===== config.mk =====
export PLATFORM = sky130hd
export DESIGN_NAME = upb_packet_fifo
export DESIGN_NICKNAME = d
export VERILOG_FILES = /design/src/rtl/upb_packet_fifo_pkg.sv /design/src/rtl/upb_fifo_mem.sv /design/src/rtl/upb_packet_fifo.sv
export SDC_FILE = /design/constraint.sdc
export NUM_CORES = 1
export LEC_CHECK = 0
export ABC_AREA = 0
export CORE_MARGIN = 4
export CORE_UTILIZATION = 40
export CTS_BUF_LIST = sky130_fd_sc_hd__clkbuf_4
export CTS_CLUSTER_SIZE = 28
export DETAILED_ROUTE_END_ITERATION = 12
export DONT_BUFFER_PORTS = 1
export PLACE_DENSITY = 0.57
export SLEW_MARGIN = 20
export SYNTH_ARGS = -nofsm -noshare
export SYNTH_HDL_FRONTEND = slang
export SYNTH_SLANG_ARGS = --single-unit

===== constraint.sdc =====
create_clock -name CLK -period 3.97 [get_ports CLK]
set_input_delay 0.397 -clock CLK [delete_from_list [all_inputs] [get_ports CLK]]
set_output_delay 0.397 -clock CLK [all_outputs]
set_load 0.02 [all_outputs]

===== src/rtl/upb_packet_fifo_pkg.sv =====
// Shared types for the packet FIFO: the registered status flag bundle and its reset value.
package upb_packet_fifo_pkg;

  typedef struct packed {
    logic full;
    logic empty;
    logic rderr;
    logic wrerr;
    logic below_low;
    logic above_high;
  } fifo_status_t;

  localparam fifo_status_t STATUS_RESET_C = '{
    full:       1'b0,
    empty:      1'b1,
    rderr:      1'b0,
    wrerr:      1'b0,
    below_low:  1'b1,
    above_high: 1'b0
  };

endpackage


===== src/rtl/upb_fifo_mem.sv =====
// Simple dual-port RAM: synchronous write, asynchronous (combinational) read.
module upb_fifo_mem #(
  parameter int WIDTH = 8,
  parameter int DEPTH = 2
) (
  input  logic             CLK,
  input  logic             we,
  input  logic [DEPTH-1:0] waddr,
  input  logic [WIDTH-1:0] wdata,
  input  logic [DEPTH-1:0] raddr,
  output logic [WIDTH-1:0] rdata
);

  logic [WIDTH-1:0] mem_r [0:(2**DEPTH)-1];

  // Storage write port
  always_ff @(posedge CLK) begin
    if (we) begin
      mem_r[waddr] <= wdata;
    end
  end

  assign rdata = mem_r[raddr];

endmodule


===== src/rtl/upb_packet_fifo.sv =====
// Packet FIFO: data words become visible to the reader only once their packet is committed;
// a partially written packet can be reverted. Fill-level thresholds drive flow control.
module upb_packet_fifo
  import upb_packet_fifo_pkg::*;
#(
  parameter int DATA_WIDTH     = 32,
  parameter int METADATA_WIDTH = 8,
  parameter int DATA_DEPTH     = 3,
  parameter int METADATA_DEPTH = 2,
  parameter int LOW_THRESHOLD  = 3,
  parameter int HIGH_THRESHOLD = 5
) (
  input  logic                      CLK,
  input  logic                      RST,
  input  logic [DATA_WIDTH-1:0]     DI,
  input  logic [METADATA_WIDTH-1:0] MI,
  input  logic                      WREN,
  input  logic                      COMMIT,
  input  logic                      REVERT,
  input  logic                      RDEN,
  output logic [DATA_WIDTH-1:0]     DO,
  output logic [METADATA_WIDTH-1:0] MO,
  output logic                      EOP,
  output logic                      FULL,
  output logic                      EMPTY,
  output logic                      RDERR,
  output logic                      WRERR,
  output logic                      BELOW_LOW,
  output logic                      ABOVE_HIGH
);

  localparam logic [DATA_DEPTH:0]     DPTR_ONE_C     = {{DATA_DEPTH{1'b0}}, 1'b1};
  localparam logic [METADATA_DEPTH:0] MPTR_ONE_C     = {{METADATA_DEPTH{1'b0}}, 1'b1};
  localparam logic [DATA_DEPTH:0]     DATA_ENTRIES_C = {1'b1, {DATA_DEPTH{1'b0}}};
  localparam logic [METADATA_DEPTH:0] META_ENTRIES_C = {1'b1, {METADATA_DEPTH{1'b0}}};
  localparam logic [METADATA_DEPTH:0] META_NONE_C    = {(METADATA_DEPTH+1){1'b0}};
  localparam logic [DATA_DEPTH:0]     LOW_TH_C       = LOW_THRESHOLD[DATA_DEPTH:0];
  localparam logic [DATA_DEPTH:0]     HIGH_TH_C      = HIGH_THRESHOLD[DATA_DEPTH:0];

  logic [DATA_DEPTH:0]     rd_ptr_r, wr_ptr_r, cm_ptr_r;
  logic [DATA_DEPTH:0]     rd_ptr_nxt_s, wr_ptr_nxt_s, cm_ptr_nxt_s, occ_nxt_s;
  logic [METADATA_DEPTH:0] mrd_ptr_r, mwr_ptr_r;
  logic [METADATA_DEPTH:0] mrd_ptr_nxt_s, mwr_ptr_nxt_s, mcnt_nxt_s;
  fifo_status_t            status_r, status_nxt_s;
  logic                    wr_ok_s, rd_ok_s, data_we_s, meta_we_s;
  logic [DATA_WIDTH:0]     data_rd_s;
  logic [METADATA_WIDTH-1:0] meta_rd_s;

  upb_fifo_mem #(
    .WIDTH(DATA_WIDTH + 1),
    .DEPTH(DATA_DEPTH)
  ) u_data_mem (
    .CLK  (CLK),
    .we   (data_we_s),
    .waddr(wr_ptr_r[DATA_DEPTH-1:0]),
    .wdata({COMMIT, DI}),
    .raddr(rd_ptr_r[DATA_DEPTH-1:0]),
    .rdata(data_rd_s)
  );

  upb_fifo_mem #(
    .WIDTH(METADATA_WIDTH),
    .DEPTH(METADATA_DEPTH)
  ) u_meta_mem (
    .CLK  (CLK),
    .we   (meta_we_s),
    .waddr(mwr_ptr_r[METADATA_DEPTH-1:0]),
    .wdata(MI),
    .raddr(mrd_ptr_r[METADATA_DEPTH-1:0]),
    .rdata(meta_rd_s)
  );

  // Next-state pointers and flags; FULL/EMPTY gating uses pre-edge registered status
  always_comb begin
    wr_ok_s       = WREN & ~status_r.full;
    rd_ok_s       = RDEN & ~status_r.empty;
    // REVERT discards a same-cycle word, so it never reaches memory
    data_we_s     = wr_ok_s & ~REVERT;
    meta_we_s     = data_we_s & COMMIT;
    rd_ptr_nxt_s  = rd_ptr_r;
    mrd_ptr_nxt_s = mrd_ptr_r;
    wr_ptr_nxt_s  = wr_ptr_r;
    cm_ptr_nxt_s  = cm_ptr_r;
    mwr_ptr_nxt_s = mwr_ptr_r;

    if (rd_ok_s) begin
      rd_ptr_nxt_s = rd_ptr_r + DPTR_ONE_C;
      if (data_rd_s[DATA_WIDTH]) begin
        mrd_ptr_nxt_s = mrd_ptr_r + MPTR_ONE_C;
      end else begin
        mrd_ptr_nxt_s = mrd_ptr_r;
      end
    end else begin
      rd_ptr_nxt_s = rd_ptr_r;
    end

    if (REVERT) begin
      wr_ptr_nxt_s = cm_ptr_r;
    end else if (data_we_s) begin
      wr_ptr_nxt_s = wr_ptr_r + DPTR_ONE_C;
      if (COMMIT) begin
        cm_ptr_nxt_s  = wr_ptr_r + DPTR_ONE_C;
        mwr_ptr_nxt_s = mwr_ptr_r + MPTR_ONE_C;
      end else begin
        cm_ptr_nxt_s = cm_ptr_r;
      end
    end else begin
      wr_ptr_nxt_s = wr_ptr_r;
    end

    occ_nxt_s  = wr_ptr_nxt_s - rd_ptr_nxt_s;
    mcnt_nxt_s = mwr_ptr_nxt_s - mrd_ptr_nxt_s;

    status_nxt_s.full       = (occ_nxt_s == DATA_ENTRIES_C) | (mcnt_nxt_s == META_ENTRIES_C);
    status_nxt_s.empty      = (mcnt_nxt_s == META_NONE_C);
    status_nxt_s.rderr      = RDEN & status_r.empty;
    status_nxt_s.wrerr      = WREN & status_r.full;
    status_nxt_s.below_low  = (occ_nxt_s < LOW_TH_C);
    status_nxt_s.above_high = (occ_nxt_s > HIGH_TH_C);
  end

  // State registers with synchronous reset
  always_ff @(posedge CLK) begin
    if (RST) begin
      rd_ptr_r  <= {(DATA_DEPTH+1){1'b0}};
      wr_ptr_r  <= {(DATA_DEPTH+1){1'b0}};
      cm_ptr_r  <= {(DATA_DEPTH+1){1'b0}};
      mrd_ptr_r <= {(METADATA_DEPTH+1){1'b0}};
      mwr_ptr_r <= {(METADATA_DEPTH+1){1'b0}};
      status_r  <= STATUS_RESET_C;
    end else begin
      rd_ptr_r  <= rd_ptr_nxt_s;
      wr_ptr_r  <= wr_ptr_nxt_s;
      cm_ptr_r  <= cm_ptr_nxt_s;
      mrd_ptr_r <= mrd_ptr_nxt_s;
      mwr_ptr_r <= mwr_ptr_nxt_s;
      status_r  <= status_nxt_s;
    end
  end

  assign FULL       = status_r.full;
  assign EMPTY      = status_r.empty;
  assign RDERR      = status_r.rderr;
  assign WRERR      = status_r.wrerr;
  assign BELOW_LOW  = status_r.below_low;
  assign ABOVE_HIGH = status_r.above_high;

  assign DO  = status_r.empty ? {DATA_WIDTH{1'b0}} : data_rd_s[DATA_WIDTH-1:0];
  assign EOP = ~status_r.empty & data_rd_s[DATA_WIDTH];
  assign MO  = status_r.empty ? {METADATA_WIDTH{1'b0}} : meta_rd_s;

endmodule


# After elaboration in Yosys (flattened, before gate mapping)
# Memories as Yosys holds them, arrays and structs flattened. A register that Yosys moved wholly into a read port is not among the register bits.
# Cells that the tools add are included.
dict set report totals {
  mem_bits_rw 296
  memories 2
  elab_cells 52
  register_bits 24
}
dict set report op_classes {
  bitwise_logic 11
  eq_ne 2
  n_lt_le_gt_ge 2
  n_addsub 6
  reduce_logical 2
  n_mux 16
}
# memory depth word_bits read_ports rd_ports_with_merged_regs wr line
set mem_list {}
lappend mem_list {u_data_mem.mem_r 8 33 1 1 1 upb_fifo_mem.sv:14} ;# logic [WIDTH-1:0] mem_r [0:(2**DEPTH)-1];
lappend mem_list {u_meta_mem.mem_r 4 8 1 1 1 upb_fifo_mem.sv:14}
# cell count
set ops {}
lappend ops {{$mux W32} 1}
lappend ops {{$mux W3} 6}
lappend ops {{$mux W4} 3}
lappend ops {{$add A4 B1 Y4 const B} 2}
lappend ops {{$mux W8} 1}
lappend ops {{$and A1 B1 Y1} 7}
lappend ops {{$add A3 B1 Y3 const B} 2}
lappend ops {{$eq A4 B4 Y1 const B} 1}
lappend ops {{$gt A4 B3 Y1 const B} 1}
lappend ops {{$lt A4 B2 Y1 const B} 1}
lappend ops {{$mux W1} 4}
lappend ops {{$sub A4 B4 Y4} 1}
lappend ops {{$eq A3 B3 Y1 const B} 1}
lappend ops {{$logic_not A3 Y1} 1}
lappend ops {{$not A1 Y1} 3}
lappend ops {{$reduce_and A3 Y1} 1}
lappend ops {{$sub A3 B3 Y3} 1}
lappend ops {{$mux W2} 1}
lappend ops {{$or A1 B1 Y1} 1}

# Longest topological paths before layout
# Gate-level depths: netlist (run 1).
dict set report logic_depth {
  word_depth 8
  depth_mapped 12
  depth_no_buf 10
}

# Modules after synthesis
# A second synthesis (run 1) with hierarchy kept.
dict set report unflattened {
  hier_cells 615
  hier_area_um2 12663.4
}
# module area_per_inst_um2 instances cells_per_inst
set by_module_without_submodules {}
lappend by_module_without_submodules {{upb_fifo_mem (u_data_mem)} 9979.6 1 394}
lappend by_module_without_submodules {upb_packet_fifo 1495.2 1 175}
lappend by_module_without_submodules {{upb_fifo_mem (u_meta_mem)} 1188.6 1 46}

# Worst setup path after synthesis (run 1)
# No wires, ideal clock.
dict set report synth_path {
  path_type {input to register}
  from {in REVERT}
  to {mem u_data_mem.mem_r[0][0] (netlist bit), enable pin}
  setup_ps 464
  cell_stages 4
  required_time_ps 3506
  arrival_ps 3243
  slack_ps 263
  path_cell_list {buf_6 nor3b_1 nand2b_1 nor3_1}
}
dict set report synth_via {
  elab_chain_len 4
}
# item line
set synth_rtl {}
lappend synth_rtl {{from (decl)} upb_packet_fifo.sv:19} ;# input logic REVERT,
lappend synth_rtl {{$not A1 Y1 (no line)} --}
lappend synth_rtl {{$and A1 B1 Y1} upb_packet_fifo.sv:78} ;# data_we_s = wr_ok_s & ~REVERT;
lappend synth_rtl {{$mux W1} upb_fifo_mem.sv:18} ;# if (we) begin
lappend synth_rtl {{$mux W1 (implied by the code)} upb_fifo_mem.sv:19} ;# mem_r[waddr] <= wdata;
lappend synth_rtl {{to (decl)} upb_fifo_mem.sv:14}
# No other way between the ends.

==> reports/qor.csv, run 1 <==
stage;metric;value;unit
min_path;hold_depth;3;
cts;cts_buffer_depth;3;
pwr;power.density;501;nW/um^2
synth;ys_warn_count;0;
cts;path_clk_slew;0.07;ns
timing;clock-skew-final;0.0449;ns
setup_path;r2r_start;rd_ptr_r[0]$_SDFF_PP0_;
setup_path;path_max_fanout;29;
synth;netlist_area;12500;um^2
grt;grtUsageTotal;0.150;
layout;multiInputGateArea;3050;um^2
die;die-area;34200;um^2
cts;postCtsSetupBuffers;0;
setup_path;required;3.57;ns
detailed_routing;vias_per_cell;5.08;
die;initial_core_util;0.407;
grt;grt_antenna_before_repair;3;
synth;syn_nets;682;
cts;htree_levels;3;
synth;ys_seq_area_frac;0.748;
synth;syn_area_per_cell;20.1;um^2
timing;final-hold-violation-count;0;
setup_path;crit_arrival;3.02;ns
detailed_routing;antenna_left;0;
min_path;hold_end;wr_ptr_r[3]$_SDFF_PP0_;
timing;relSlewSlack;0.379;
synth;synth_top_area_share;0.709;
die;die_w;185;um
synth;synth_edf_count;296;
cts;holdBufCountCts;45;
setup_path;r2r.worst_path.cells;9;
cts;cts_sinks;320;
setup_path;crit_path_start_kind;flip-flop;
die;rows;64;
layout;ff_latch_area;9380;um^2
cts;cts_tree;built;
grt;overflow;0;
timing;period_share;0.861;
synth;synth.largest_area_cell;edfxtp_1;
setup_path;worstPathCellList;buf_4, mux4_2, mux2i_1, nor2_1;
synth;synth_seq_cells;320;
detailed_routing;avgRoutedWirePerCell;21.2;um
detailed_routing;first_pass_iters;5;
setup_path;r2r_end;FULL$_SDFF_PP0_;
layout;area_growth;16.6;%
min_path;hold_path_class;in -> reg;
placed_design;globalplace.congestion;0.734;
layout;drive_gt1_frac;0.293;
detailed_routing;vias;6053;
detailed_routing;drt-total-wl;25300;um
layout;post-route-util;0.475;
synth;synthCells;623;
timing;rsz0062_at_grt;false;
die;die_h;185;um
layout;final_cell_mix;296 x edfxtp_1, 123 x clkbuf_4, 72 x mux4_2;
cts;clkLatencyLatePin;0.67;ns
layout;fin_nets;792;
setup_path;critical_path.max_stage_delay;0.73;ns
grt;first_global_vias;6699;
detailed_routing;drt_iter0_markers;352;
grt;grt_pass1_wl;38700;um
timing;report.final.setup_viol;0;
synth;ys.flop_type;edfxtp_1;
setup_path;reg2reg_slack;1.14;ns
status;status;complete, no violations;
timing;slew_violations;0;
min_path;min_from;REVERT;
cts;clockRootBuffer;clkbuf_4;
setup_path;cp_slowest_cell;dfxtp_4;
timing;min_period;3.42;ns
die;coreArea;30700;um^2
pwr;ir_drop;248;uV
detailed_routing;drc;0;
cts;cts_resized;0;
layout;layout_commonest_cell;edfxtp_1;
synth;synth_area_leaders;edfxtp_1 71%, mux4_2 13%, dfxtp_1 3.8%;
setup_path;criticalPathCategory;reg -> out;
layout;fill_cells;2619;
setup_path;crit_path_end_kind;primary output;
placed_design;io_buffers;0;
timing;max_freq;292;MHz
timing;worstMarginPinSlew;0.927;ns
synth;async_reset_ff_frac;0;
pwr;cellLeakagePower;4.65;nW
placed_design;hpwl;14700;um
flow_run;drv.max_cap_violation_count;0;
grt;grt_max_degree;51;
timing;fin_tns_setup;0;ns
cts;numCtsBuffers;81;
die;io_pins;93;
synth;synth.distinct_cells;39;
-- worst max path at each step --
| stage | end | depth (start not counted) | from |
|---|---|---|---|
| finish | DO[17] | 4 | rd_ptr_r[0]$_SDFF_PP0_ |
| global route | DO[11] | 4 | rd_ptr_r[0]$_SDFF_PP0_ |
| CTS | DO[11] | 4 | rd_ptr_r[0]$_SDFF_PP0_ |
| detailed placement | FULL$_SDFF_PP0_ | 9 | rd_ptr_r[0]$_SDFF_PP0_ |
| global placement | DO[3] | 4 | rd_ptr_r[0]$_SDFF_PP0_ |
| floorplan | u_data_mem.mem_r[0][0]$_DFFE_PP_ | 4 | REVERT |
-- stage by stage --
| step | std cells | hold WS [ns] | area (um^2) | worst slack (ns) | total power [W] |
|---|---|---|---|---|---|
| after floorplan | 623 | 0.460 | 12500 | 0.263 | 0.00439 |
| after global placement | 1001 | 0.467 | 13100 | 1.18 | 0.00452 |
| after detailed placement | 1001 | 0.465 | 13100 | 1.12 | 0.00453 |
| after CTS | 1191 | 0.0380 | 14600 | 0.398 | 0.00744 |
| after global routing | 1192 | 0.0454 | 14600 | 0.259 | 0.00769 |
| final | 1192 | 0.106 | 14600 | 0.551 | 0.00732 |
-- cell families after synthesis --
| family | synth area share |
|---|---|
| DFF | 0.748 |
| muxes | 0.161 |
| and+or+nand+nor | 0.0407 |
| buffers and inverters | 0.0128 |
| AOI/OAI and AO/OA | 0.0105 |
| xor gates and xnor gates | 0.0132 |
| adders and majority gates | 0.0136 |
-- sequential cells by signal, indices dropped and copies added, names as in the netlist --
register / cells
RDERR: 1
u_data_mem.mem_r: 264
WRERR: 1
wr_ptr_r: 4
mwr_ptr_r: 3
mrd_ptr_r: 3
BELOW_LOW: 1
ABOVE_HIGH: 1
EMPTY: 1
u_meta_mem.mem_r: 32
rd_ptr_r: 4
cm_ptr_r: 4
FULL: 1
-- power by group --
group	internal, W	leakage, nW	switching (W)
combinational	0.000281	1.15	0.000402
sequential	0.00376	2.87	0.0000722
clock	0.00154	0.636	0.00126
-- metal layers --
metal  global-route usage  vias to the layer above  routed length [um]
li1                     -                     2764                   -
met1                0.186                     3088               10400
met2                0.253                      157               12900
met3               0.0454                       40                1480
met4               0.0523                        4                 415
met5                    0                        -                  20
-- worst max-delay path, delay by kind of cell, from the launching register on --
family,cells,cell delay [ns]
mux,2,0.84
flops,1,0.73
simple gates,1,0.18
buf+inv,1,0.56
-- layout make-up --
cell class              count  area share
multi-input cells         265       0.209
inverters                   4     0.00103
repair buffers             61      0.0408
well taps                 396      0.0339
flip-flops and latches    320       0.642
clock buffers             123      0.0632
clock inverters            22     0.00976
diodes                      1    0.000171
-- synthesized netlist by cell type, drive strengths merged, types with 2 or more instances --
cell	number
xor2	6
nand3	4
mux4	72
a21oi	5
and2	6
nand2b	5
nor2b	14
edfxtp	296
nand2	11
mux2i	40
xnor2	5
inv	4
clkbuf	18
nor2	57
nor3	3
xnor3	2
dfxtp	24
a211oi	3
nand3b	2
buf	16
ha	12
nand4	2
o21ai	3
Note: power is estimated with default switching activity, not from simulation.
==> run 2: changes to the inputs <==
Settings changed: CORE_UTILIZATION 40 to 45, PLACE_DENSITY 0.57 to 0.63.
==> reports/qor.csv, run 2 (synthesis gave the netlist of run 1 again) <==
stage;metric;value;unit
timing;max_freq;301;MHz
layout;drive_gt1_frac;0.288;
die;die_w;175;um
layout;top_register;u_data_mem.mem_r;
layout;fin_nets;792;
layout;fill_cells;2201;
detailed_routing;vias_per_cell;5.25;
pwr;cellLeakagePower;4.65;nW
cts;cts_tree;built;
status;status;complete, no violations;
timing;report.final.setup_viol;0;
detailed_routing;drc;0;
timing;clock-skew-final;0.0490;ns
cts;numCtsBuffers;81;
timing;worstMarginPinSlew;0.945;ns
grt;first_global_vias;6670;
cts;clkLatencyLatePin;0.66;ns
setup_path;crit_path_start_kind;flip-flop;
detailed_routing;drt_iter0_markers;431;
cts;path_clk_slew;0.07;ns
placed_design;io_buffers;0;
placed_design;hpwl;14300;um
setup_path;criticalPathCategory;reg -> out;
timing;period_share;0.838;
setup_path;path_max_fanout;30;
placed_design;place_inst;977;
pwr;ir_drop;317;uV
die;die_h;175;um
placed_design;globalplace.congestion;0.790;
layout;post-route-util;0.536;
die;die-area;30600;um^2
timing;rsz0062_at_grt;false;
detailed_routing;avgRoutedWirePerCell;21.1;um
layout;fin_cells;1171;
die;io_pins;93;
grt;overflow;0;
detailed_routing;first_pass_iters;5;
timing;min_period;3.33;ns
detailed_routing;drt-total-wl;24700;um
timing;relSlewSlack;0.368;
cts;cts_sinks;320;
layout;final_cell_mix;296 x edfxtp_1, 117 x clkbuf_4, 72 x mux4_2;
timing;final-hold-violation-count;0;
grt;grt_pass1_wl;38200;um
cts;cts_buffer_depth;3;
layout;layout_commonest_cell;edfxtp_1;
die;rows;60;
layout;ff_latch_area;9380;um^2
detailed_routing;antenna_left;0;
setup_path;crit_arrival;2.93;ns
layout;reg.largest.list;u_data_mem.mem_r (264), u_meta_mem.mem_r (32);
cts;htree_levels;3;
grt;grt_max_degree;52;
setup_path;crit_path_end_kind;primary output;
layout;multiInputGateArea;3050;um^2
timing;slew_violations;0;
layout;largest_reg_flops;264;
grt;grtUsageTotal;0.163;
die;coreArea;27200;um^2
layout;area_growth;16.3;%
grt;grt_antenna_before_repair;3;
pwr;power.density;502;nW/um^2
min_path;hold_path_class;in -> reg;
cts;clockRootBuffer;clkbuf_4;
die;initial_core_util;0.461;
setup_path;required;3.57;ns
cts;postCtsSetupBuffers;0;
detailed_routing;vias;6145;
flow_run;drv.max_cap_violation_count;0;
timing;fin_tns_setup;0;ns
## run 2: cell count changes in the layout (fill, tap and decap cells not counted), moves of 2 or more
cell and change:
buf_4 +2, buf_12 -2, clkbuf_4 -6, clkinv_1 +5, diode_2 +2
## run 2: final cells by class
class | count | share of cell area
diodes | 3 | 0.000515
flip-flops and latches | 320 | 0.644
repair buffers | 61 | 0.0392
inverters | 4 | 0.00103
multi-input cells | 265 | 0.210
well taps | 372 | 0.0320
clock inverters | 29 | 0.0135
clock buffers | 117 | 0.0603
## run 2: metal layers
layer,vias to the layer above,track usage,wire length (um)
met5,-,0,0
li1,2771,-,-
met3,33,0.0385,1160
met4,0,0.0573,382
met1,3175,0.208,10600
met2,166,0.275,12600
## run 2: final timing paths
kind                                               start                       end  slack [ns]  depth (start not counted)
worst max-delay path              rd_ptr_r[0]$_SDFF_PP0_                    DO[22]        0.64                          4
worst min-delay path                              REVERT    wr_ptr_r[3]$_SDFF_PP0_        0.10                          3
worst max register to register    rd_ptr_r[1]$_SDFF_PP0_      BELOW_LOW$_SDFF_PP1_        1.17                          7
worst min register to register  cm_ptr_r[1]$_SDFFE_PP0P_  cm_ptr_r[1]$_SDFFE_PP0P_        0.50                          2
## run 2: what timing repair did
action,CTS,global route
setup endpoints to repair,0,0
resized for setup,0,0
hold buffers,45,0
endpoints found under the hold margin,320,0
## run 2: power breakdown
group / total, W / switching (W) / internal [W]
Sequential: 0.00382 / 0.0000670 / 0.00376
Clock: 0.00280 / 0.00125 / 0.00156
Combinational: 0.000686 / 0.000405 / 0.000282
## run 2: stage by stage
stage,total power (W),cell area (um^2),setup slack [ns],hold WS [ns]
floorplan,0.00439,12500,0.263,0.460
global placement,0.00451,13000,1.24,0.471
detailed placement,0.00453,13000,1.13,0.473
CTS,0.00743,14600,0.557,0.0391
global route,0.00766,14600,0.407,0.0675
finish,0.00732,14600,0.644,0.101
## run 2: critical path: stages, from the launching register on
cell	delay, ns
dfxtp_4	0.63
buf_4	0.60
mux4_2	0.57
mux2i_1	0.29
nor2_1	0.18
==> run 3: changes to the inputs <==
Settings changed: PLACE_DENSITY 0.63 to 0.61.
Clock period 3.97 ns to 3.15 ns, I/O delays scaled along.
==> reports/qor.csv, run 3 (synthesis gave the netlist of run 1 again) <==
stage;metric;value;unit
detailed_routing;drt_iter0_markers;252;
timing;rsz0062_at_grt;false;
min_path;hold_end;cm_ptr_r[3]$_SDFFE_PP0P_;
timing;fin_tns_setup;0;ns
detailed_routing;wl_met2;12800;um
layout;fin_cells;1164;
pwr;power.density;621;nW/um^2
setup_path;r2r_start;FULL$_SDFF_PP0_;
layout;layout_commonest_cell;edfxtp_1;
layout;fin_nets;793;
pwr;cellLeakagePower;4.60;nW
pwr;ir_drop;323;uV
timing;max_freq;344;MHz
setup_path;crit_arrival;2.59;ns
flow_run;drv.max_cap_violation_count;0;
timing;worstMarginPinSlew;0.905;ns
placed_design;globalplace.congestion;0.719;
cts;cts_tree;built;
setup_path;crit_path_end_kind;primary output;
detailed_routing;dr_wl_met3;1600;um
detailed_routing;drt-total-wl;24900;um
layout;drive_gt1_frac;0.282;
detailed_routing;drc;0;
die;rows;60;
cts;numCtsBuffers;81;
die;io_pins;93;
min_path;hold_depth;3;
timing;relSlewSlack;0.395;
setup_path;r2r_end;BELOW_LOW$_SDFF_PP1_;
grt;grt_pass1_wl;38400;um
grt;grt_max_degree;46;
layout;final_cell_mix;296 x edfxtp_1, 109 x clkbuf_4, 72 x mux4_2;
setup_path;required;2.83;ns
die;die-area;30600;um^2
detailed_routing;highest_layer;met5;
grt;grtUsageTotal;0.166;
detailed_routing;met1_length;10300;um
timing;final-hold-violation-count;0;
layout;largest_reg_flops;264;
detailed_routing;vias_per_cell;5.19;
timing;report.final.setup_viol;0;
die;initial_core_util;0.461;
cts;htree_levels;3;
cts;cts_sinks;320;
detailed_routing;first_pass_iters;4;
die;die_h;175;um
grt;overflow;0;
placed_design;place_inst;977;
setup_path;criticalPathCategory;reg -> out;
die;die_w;175;um
detailed_routing;vias;6044;
status;status;complete, no violations;
timing;slew_violations;0;
cts;clkLatencyLatePin;0.68;ns
layout;area_growth;15.8;%
timing;clock-skew-final;0.0465;ns
layout;reg.largest.list;u_data_mem.mem_r (264), u_meta_mem.mem_r (32);
setup_path;reg2reg_slack;0.39;ns
min_path;hold_path_class;in -> reg;
setup_path;path_max_fanout;32;
cts;cts_buffer_depth;3;
timing;min_period;2.91;ns
detailed_routing;avgRoutedWirePerCell;21.4;um
timing;period_share;0.923;
placed_design;io_buffers;0;
cts;path_clk_slew;0.07;ns
die;coreArea;27200;um^2
setup_path;r2r.worst_path.cells;8;
cts;clockRootBuffer;clkbuf_4;
grt;grt_antenna_before_repair;4;
placed_design;hpwl;13400;um
grt;first_global_vias;6733;
layout;top_register;u_data_mem.mem_r;
detailed_routing;antenna_left;0;
setup_path;crit_path_start_kind;flip-flop;
min_path;min_from;COMMIT;
-- run 3: cell count changes in the layout (fill, tap and decap cells not counted), moves of 2 or more --
cell,change
clkinv_2,+2
clkbuf_4,-8
nor3_2,-2
nor3_4,+2
-- run 3: critical path: stages, from the launching register on --
cell and delay (ns):
dfxtp_4 0.41, buf_4 0.56, mux4_2 0.58, mux2i_1 0.19, nor2_1 0.17
-- run 3: worst max path at each step --
stage                                      start                          endpoint  depth (start not counted)
after floorplan                           REVERT  u_data_mem.mem_r[7][0]$_DFFE_PP_                          4
after global placement           FULL$_SDFF_PP0_              BELOW_LOW$_SDFF_PP1_                          8
after detailed placement         FULL$_SDFF_PP0_              BELOW_LOW$_SDFF_PP1_                          8
after CTS                 rd_ptr_r[0]$_SDFF_PP0_                            DO[27]                          4
after global routing      rd_ptr_r[0]$_SDFF_PP0_                            DO[27]                          4
final                     rd_ptr_r[0]$_SDFF_PP0_                            DO[27]                          4
-- run 3: metal layers --
metal / vias up / global-route usage
li1: 2772 / -
met1: 3080 / 0.205
met2: 159 / 0.281
met3: 29 / 0.0552
met4: 4 / 0.0517
met5: - / 0
-- run 3: final cells by class --
type | instances | area, um^2
well taps | 372 | 465
clock buffers | 109 | 818
fillers | 2189 | 12700
diodes | 2 | 5.00
repair buffers | 62 | 584
clock inverters | 30 | 176
multi-input cells | 265 | 3070
inverters | 4 | 15.0
flip-flops and latches | 320 | 9380
-- run 3: where the power goes --
| group | internal, W | leakage [nW] | total, W | switching, W |
|---|---|---|---|---|
| Clock | 0.00177 | 0.594 | 0.00333 | 0.00156 |
| Combinational | 0.000356 | 1.14 | 0.000887 | 0.000531 |
| Sequential | 0.00474 | 2.87 | 0.00479 | 0.0000588 |
-- run 3: metrics by stage --
step | total power (W) | area [um^2] | utilization | hold WS (ns) | setup WS, ns
final | 0.00902 | 14500 | 0.534 | 0.154 | 0.242
after CTS | 0.00917 | 14500 | 0.534 | 0.0993 | 0.132
after detailed placement | 0.00571 | 13000 | 0.480 | 0.391 | 0.398
after global placement | 0.00569 | 13000 | 0.480 | 0.390 | 0.560
after floorplan | 0.00553 | 12500 | - | 0.387 | 0.397
after global routing | 0.00949 | 14500 | 0.534 | 0.143 | 0.0106
-- run 3: timing repair --
| item | in CTS | in global routing |
|---|---|---|
| buffers inserted | 0 | 0 |
| setup endpoints to repair | 1 | 0 |
| hold buffers | 46 | 0 |
| hold endpoints to repair | 320 | 0 |
| resized for setup | 1 | 0 |
